### src/rtl/hps_pkg.sv
// Shared definitions for the harmonic product spectrum (HPS) pitch path.
//
// Contents:
//   NUM_HPS_BINS  - product beats per analysis frame
//   HPS_FIRST_BIN - spectrum bin number of the first product beat
//   HPS_PROD_W    - width of one HPS product
//   HPS_BIN_W     - width of the reported bin field
//   hps_report_t  - packed pitch report {bin, peak}, bin in the upper bits
//   picker_state_t- peak picker frame states
package hps_pkg;

    localparam int unsigned NUM_HPS_BINS  = 32;
    localparam int unsigned HPS_FIRST_BIN = 2;
    localparam int unsigned HPS_PROD_W    = 48;
    localparam int unsigned HPS_BIN_W     = 8;

    typedef struct packed {
        logic [HPS_BIN_W-1:0]  bin;
        logic [HPS_PROD_W-1:0] peak;
    } hps_report_t;

    typedef enum logic {
        ACCUM  = 1'b0,
        REPORT = 1'b1
    } picker_state_t;

endpackage

### src/rtl/argmax_tracker.sv
// Running arg-max over one frame of unsigned products.
//
// Ports:
//   clk, reset - system clock, synchronous active-high reset
//   start      - current beat is the first of a frame (loads unconditionally)
//   valid      - current beat is being accepted
//   idx        - beat index of the current beat
//   data       - product value of the current beat
//   best_val   - largest product so far, including the current beat
//   best_idx   - beat index of best_val (lowest index on ties)
//
// best_val/best_idx already fold in the beat presented this cycle, so the
// owner can latch a final result on the same edge that accepts the last beat.
module argmax_tracker
    import hps_pkg::*;
#(
    parameter int unsigned PROD_W = HPS_PROD_W,
    parameter int unsigned IDX_W  = 5
) (
    input  logic              clk,
    input  logic              reset,
    input  logic              start,
    input  logic              valid,
    input  logic [IDX_W-1:0]  idx,
    input  logic [PROD_W-1:0] data,
    output logic [PROD_W-1:0] best_val,
    output logic [IDX_W-1:0]  best_idx
);

    logic [PROD_W-1:0] val_q;
    logic [IDX_W-1:0]  idx_q;
    logic              take;

    // Strict greater-than keeps the earliest (lowest) bin on ties.
    always_comb begin
        take     = valid && (start || (data > val_q));
        best_val = take ? data : val_q;
        best_idx = take ? idx  : idx_q;
    end

    always_ff @(posedge clk) begin
        if (reset) begin
            val_q <= '0;
            idx_q <= '0;
        end else if (take) begin
            val_q <= data;
            idx_q <= idx;
        end
    end

endmodule

### src/rtl/hps_peak_picker.sv
// Reduces each frame of NUM_BINS HPS products to one pitch report holding the
// bin with the largest product and that product's value.
//
// Ports:
//   clk, reset     - system clock, synchronous active-high reset
//   din_data       - HPS product, one per bin, ascending bin order
//   din_valid      - din_data valid
//   din_ready      - picker accepts a beat (registered, low while reporting)
//   dout_data      - report: [PROD_W+BIN_W-1:PROD_W] = bin, [PROD_W-1:0] = peak
//   dout_valid     - report valid, held with stable data until dout_ready
//   dout_ready     - downstream accepts the report
//   threshold      - minimum peak for a valid pitch (HPS_PEAK_THRESHOLD_EN only)
//   clear_overrun  - clears overrun
//   overrun        - sticky: din_valid seen while din_ready was low
//
// Build option: define HPS_PEAK_THRESHOLD_EN to add the threshold port; a
// peak below threshold is then reported with bin 0 ("no pitch").
module hps_peak_picker
    import hps_pkg::*;
#(
    parameter int unsigned NUM_BINS  = NUM_HPS_BINS,
    parameter int unsigned FIRST_BIN = HPS_FIRST_BIN,
    parameter int unsigned PROD_W    = HPS_PROD_W,
    parameter int unsigned BIN_W     = HPS_BIN_W
) (
    input  logic                    clk,
    input  logic                    reset,
    input  logic [PROD_W-1:0]       din_data,
    input  logic                    din_valid,
    output logic                    din_ready,
    output logic [BIN_W+PROD_W-1:0] dout_data,
    output logic                    dout_valid,
    input  logic                    dout_ready,
`ifdef HPS_PEAK_THRESHOLD_EN
    input  logic [PROD_W-1:0]       threshold,
`endif
    input  logic                    clear_overrun,
    output logic                    overrun
);

    localparam int unsigned IDX_W = (NUM_BINS > 1) ? $clog2(NUM_BINS) : 1;

    picker_state_t state_q, state_d;

    logic [IDX_W-1:0]        beat_count, count_d;
    logic                    din_ready_q;
    logic                    dout_valid_q;
    logic [BIN_W+PROD_W-1:0] report_q;
    logic                    overrun_q;

    logic                    accept;
    logic                    last_beat;
    logic                    latch;
    logic [PROD_W-1:0]       best_val;
    logic [IDX_W-1:0]        best_idx;
    logic [BIN_W-1:0]        report_bin;

    assign accept    = din_valid && din_ready_q;
    assign last_beat = (beat_count == IDX_W'(NUM_BINS - 1));

    argmax_tracker #(
        .PROD_W (PROD_W),
        .IDX_W  (IDX_W)
    ) u_argmax (
        .clk      (clk),
        .reset    (reset),
        .start    (beat_count == '0),
        .valid    (accept),
        .idx      (beat_count),
        .data     (din_data),
        .best_val (best_val),
        .best_idx (best_idx)
    );

    always_comb begin
        report_bin = BIN_W'(best_idx) + BIN_W'(FIRST_BIN);
`ifdef HPS_PEAK_THRESHOLD_EN
        if (best_val < threshold) begin
            report_bin = '0;
        end
`endif
    end

    always_comb begin
        state_d = state_q;
        count_d = beat_count;
        latch   = 1'b0;
        case (state_q)
            ACCUM: begin
                if (accept) begin
                    if (last_beat) begin
                        count_d = '0;
                        latch   = 1'b1;
                        state_d = REPORT;
                    end else begin
                        count_d = beat_count + 1'b1;
                    end
                end
            end
            REPORT: begin
                if (dout_valid_q && dout_ready) begin
                    state_d = ACCUM;
                end
            end
            default: state_d = ACCUM;
        endcase
    end

    // Handshake outputs are registered from the next state, so din_ready
    // drops on the same edge that dout_valid rises and vice versa.
    always_ff @(posedge clk) begin
        if (reset) begin
            state_q      <= ACCUM;
            beat_count   <= '0;
            din_ready_q  <= 1'b0;
            dout_valid_q <= 1'b0;
            report_q     <= '0;
            overrun_q    <= 1'b0;
        end else begin
            state_q      <= state_d;
            beat_count   <= count_d;
            din_ready_q  <= (state_d == ACCUM);
            dout_valid_q <= (state_d == REPORT);
            if (latch) begin
                report_q <= {report_bin, best_val};
            end
            // Set takes priority over a same-cycle clear.
            if (din_valid && !din_ready_q) begin
                overrun_q <= 1'b1;
            end else if (clear_overrun) begin
                overrun_q <= 1'b0;
            end
        end
    end

    assign din_ready  = din_ready_q;
    assign dout_valid = dout_valid_q;
    assign dout_data  = report_q;
    assign overrun    = overrun_q;

endmodule

### config.mk
export PLATFORM = sky130hd
export DESIGN_NAME = hps_peak_picker
export DESIGN_NICKNAME = d
export VERILOG_FILES = /design/src/rtl/hps_pkg.sv /design/src/rtl/argmax_tracker.sv /design/src/rtl/hps_peak_picker.sv
export SDC_FILE = /design/constraint.sdc
export NUM_CORES = 1
export LEC_CHECK = 0
export CAP_MARGIN = 5
export CORE_MARGIN = 1
export CORE_UTILIZATION = 45
export DETAILED_ROUTE_END_ITERATION = 10
export GPL_TIMING_DRIVEN = 0
export PLACE_DENSITY_LB_ADDON = 0.15
export SYNTH_ARGS = -nofsm -noshare
export SYNTH_HDL_FRONTEND = slang
export SYNTH_SLANG_ARGS = --single-unit
### constraint.sdc
create_clock -name clk -period 2.76 [get_ports clk]
set_clock_uncertainty 0.2 [all_clocks]
set_input_delay 0.552 -clock clk [delete_from_list [all_inputs] [get_ports clk]]
set_output_delay 0.552 -clock clk [all_outputs]
set_load 0.005 [all_outputs]
==> metrics.csv <==
stage,metric,value,unit
placement,dpl cell area,6840,µm²
floorplan,Site Rows,39,
route,via count,4981,
layout,Layout area overhead,57.9,%
power_and_ir_drop,Power Total,4.68,mW
logic_synthesis,Mean Syn Cell Area,9.10,µm²
clock_tree,total CTS buffers,17,
floorplan,Core Box Area,11600,µm²
timing,final hold vios,0,
layout,final instance area,8520,µm²
logic_synthesis,top-area cell type share of the netlist area,42.7,%
grt,first-pass GRT wire length,24.9,mm
grt,vias in the first global route,5122,
placement,placed insts,845,
timing,RSZ-0062 raised after global routing,true,
layout,Layout Nets,862,
timing,final-report setup violation count,107,
route,DRT antenna net count,0,
timing,fin crit share,118,%
clock_tree,htree depth,4,
logic_synthesis,Synth area leader,dfxtp_1,
route,met2 wire length,8.05,mm
layout,# fillers,793,
layout,Diodes inserted,0,
floorplan,I/O Pins,112,
clock_tree,Skew-Pair Late Insertion Delay,0.41,ns
logic_synthesis,Synth area leaders,"dfxtp_1 43%, ha_1 12%, mux2i_1 9.5%, nor2_1 7.6%, a211oi_1 7.1%",
floorplan,Chip Height,112,µm
timing,Final min period,3.25,ns
critical_path,crit end category,flop,
logic_synthesis,count of different cell masters after synthesis,44,
layout,Sequential Area,2320,µm²
floorplan,Die X,112,µm
route,DRC Markers,9,
layout,footprint of the multi-input gates,3600,µm²
run_status,status,"complete, but fails checks",
grt,GRT overflow,0,
route,top layer in use,met4,
run_status,violated checks,"design-rule violations, negative setup slack",
power_and_ir_drop,leakage,3.07,nW
critical_path,Worst EP required,2.82,ns
grt,initial antenna violation count,0,
logic_synthesis,sequential element share of the synthesized area,42.7,%
clock_tree,clk sink count,115,
route,Routed WL per cell,17.4,µm
clock_tree,Clock transition at path regs,0.05,ns
timing,setup TNS,-40.28,ns
timing,Slew HR,55.3,%
route,First-pass DRT Iterations,8,
logic_synthesis,Post-Syn Instances,593,
floorplan,Initial Util,46.7,%
route,Vias/cell,5.46,
route,Detailed Route WL,15.9,mm
placement,routability cong.,0.836,
layout,Final Non-Filler Cells,913,
placement,port buffer count,108,
logic_synthesis,"Async S/R FF share, synth",0,%
logic_synthesis,Syn Std Cell Area,5400,µm²
layout,Final Util,73.7,%
logic_synthesis,Synth warnings,0,
route,M1 WL,6.59,mm
power_and_ir_drop,Worst IR Drop VDD,388,µV
logic_synthesis,most numerous cell in the Yosys netlist,dfxtp_1,
grt,largest net degree at the start of global routing,17,
clock_tree,CTS tree,done,
worst_hold_path,Hold Path Class,reg -> reg,
timing,Worst Tran Pin Value,0.670,ns
timing,final worst setup slack,-0.487,ns
grt,GRT Overall Usage,25.5,%
clock_tree,CTS root buf,clkbuf_16,
run,Max Cap Viol,0,
timing,fmax,0.308,GHz
power_and_ir_drop,pwr dens,549,nW/µm²
layout,layout cells sized above 1,28.2,%
critical_path,crit path kind,reg -> reg,
logic_synthesis,"top cells by count, synth","115 x dfxtp_1, 109 x nor2_1, 54 x inv_1",
timing,max-slew violations,0,
placement,HPWL Detailed,9.73,mm
floorplan,die area,12400,µm²
critical_path,CP Max Fanout,5,
logic_synthesis,number of register bits inferred by synthesis,115,
route,detailed-routed wire length on met3,776,µm
route,Iter 0 DRT Violations,313,
clock_tree,Hold Buf Count CTS,0,
clock_tree,CTS max path bufs,2,
critical_path,Worst EP arrival,3.31,ns
critical_path,Startpoint Class,flop,
critical_path,R2R Setup Slk,-0.49,ns
logic_synthesis,Post-synth EDFFs,0,
logic_synthesis,"Primary FF master, synth",dfxtp_1,
## stage by stage
stage               worst slack (ns)  hold slack, ns
CTS                           -0.301           0.265
finish                        -0.487           0.266
global placement               -1.05           0.246
detailed placement             -1.09           0.258
global route                  -0.584           0.273
floorplan                    -0.0658           0.253
## path summary, 6_finish.rpt
check                                       start             to  cells after the start
worst min-delay path                dout_data[53]  dout_data[53]                      2
worst min register to register      dout_data[53]  dout_data[53]                      2
worst max-delay path            u_argmax.val_q[9]  dout_data[14]                     14
worst max register to register  u_argmax.val_q[9]  dout_data[14]                     14
## layer usage
layer  global-route usage (%)  vias up
met5                        0        -
met4                     13.1        0
met2                     45.2      178
met1                     29.3     2365
li1                         -     2394
met3                     4.84       44
## state kept, by name (all words and copies together), names as in the netlist
name / count
dout_valid: 1
beat_count: 5
dout_data: 54
din_ready: 1
u_argmax.val_q: 48
u_argmax.idx_q: 5
overrun: 1
## cell usage in the layout, fill, tap and decap left out, drive strengths merged, types with 10 or more instances in the layout
| cell | count |
|---|---|
| a21oi | 24 |
| dfxtp | 115 |
| nand4 | 10 |
| clkdlybuf4s50 | 66 |
| nand2 | 24 |
| buf | 49 |
| inv | 54 |
| nor2 | 109 |
| a211oi | 52 |
| mux2i | 51 |
| clkbuf | 48 |
| ha | 51 |
| dlygate4sd2 | 30 |
## report_power, final
| part | switching (mW) | internal (mW) |
|---|---|---|
| clock | 0.759 | 1.52 |
| sequential | 0.0337 | 1.70 |
| combinational | 0.331 | 0.331 |
| total | 1.12 | 3.55 |
## cell type report
class	count	area share, %
inverter	54	2.38
clock buffer	20	5.24
timing repair buffer	145	16.2
buffer	34	2.75
clock inverter	11	1.88
tap	143	2.10
sequential	115	27.2
multi-input combinational	391	42.3
## kinds of logic (layout without fill, tap and decap cells)
family	after synthesis	after routing	share of synthesized area (%)
other	1	2	0.0695
flip-flops	115	115	42.7
adder cells (fa/ha/maj)	51	51	11.8
AO/OA/AOI/OAI	107	107	14.3
AND/OR/NAND/NOR	178	178	14.5
multiplexers	51	51	9.46
buffers and inverters	88	264	6.82
XOR/XNOR	2	2	0.325
## worst max-delay path: stages, from the launching register on
cell and delay, ns:
dfxtp_2 0.32, inv_1 0.07, ha_4 0.28, nand4_1 0.18
nor4_4 0.31, buf_4 0.16, a21boi_4 0.20, o31ai_4 0.10
a41oi_2 0.22, o31a_1 0.23, buf_6 0.17, buf_12 0.13
buf_16 0.12, mux2i_2 0.27, a211oi_2 0.12
## timing repair
item | 4_1_cts | 5_1_grt
setup buffers | 29 | 7
cloned | 4 | 1
resized for setup | 175 | 66
pin swaps | 44 | 20
endpoints found under the setup margin | 108 | 109
No activity file was read; power rests on OpenSTA's default activity.
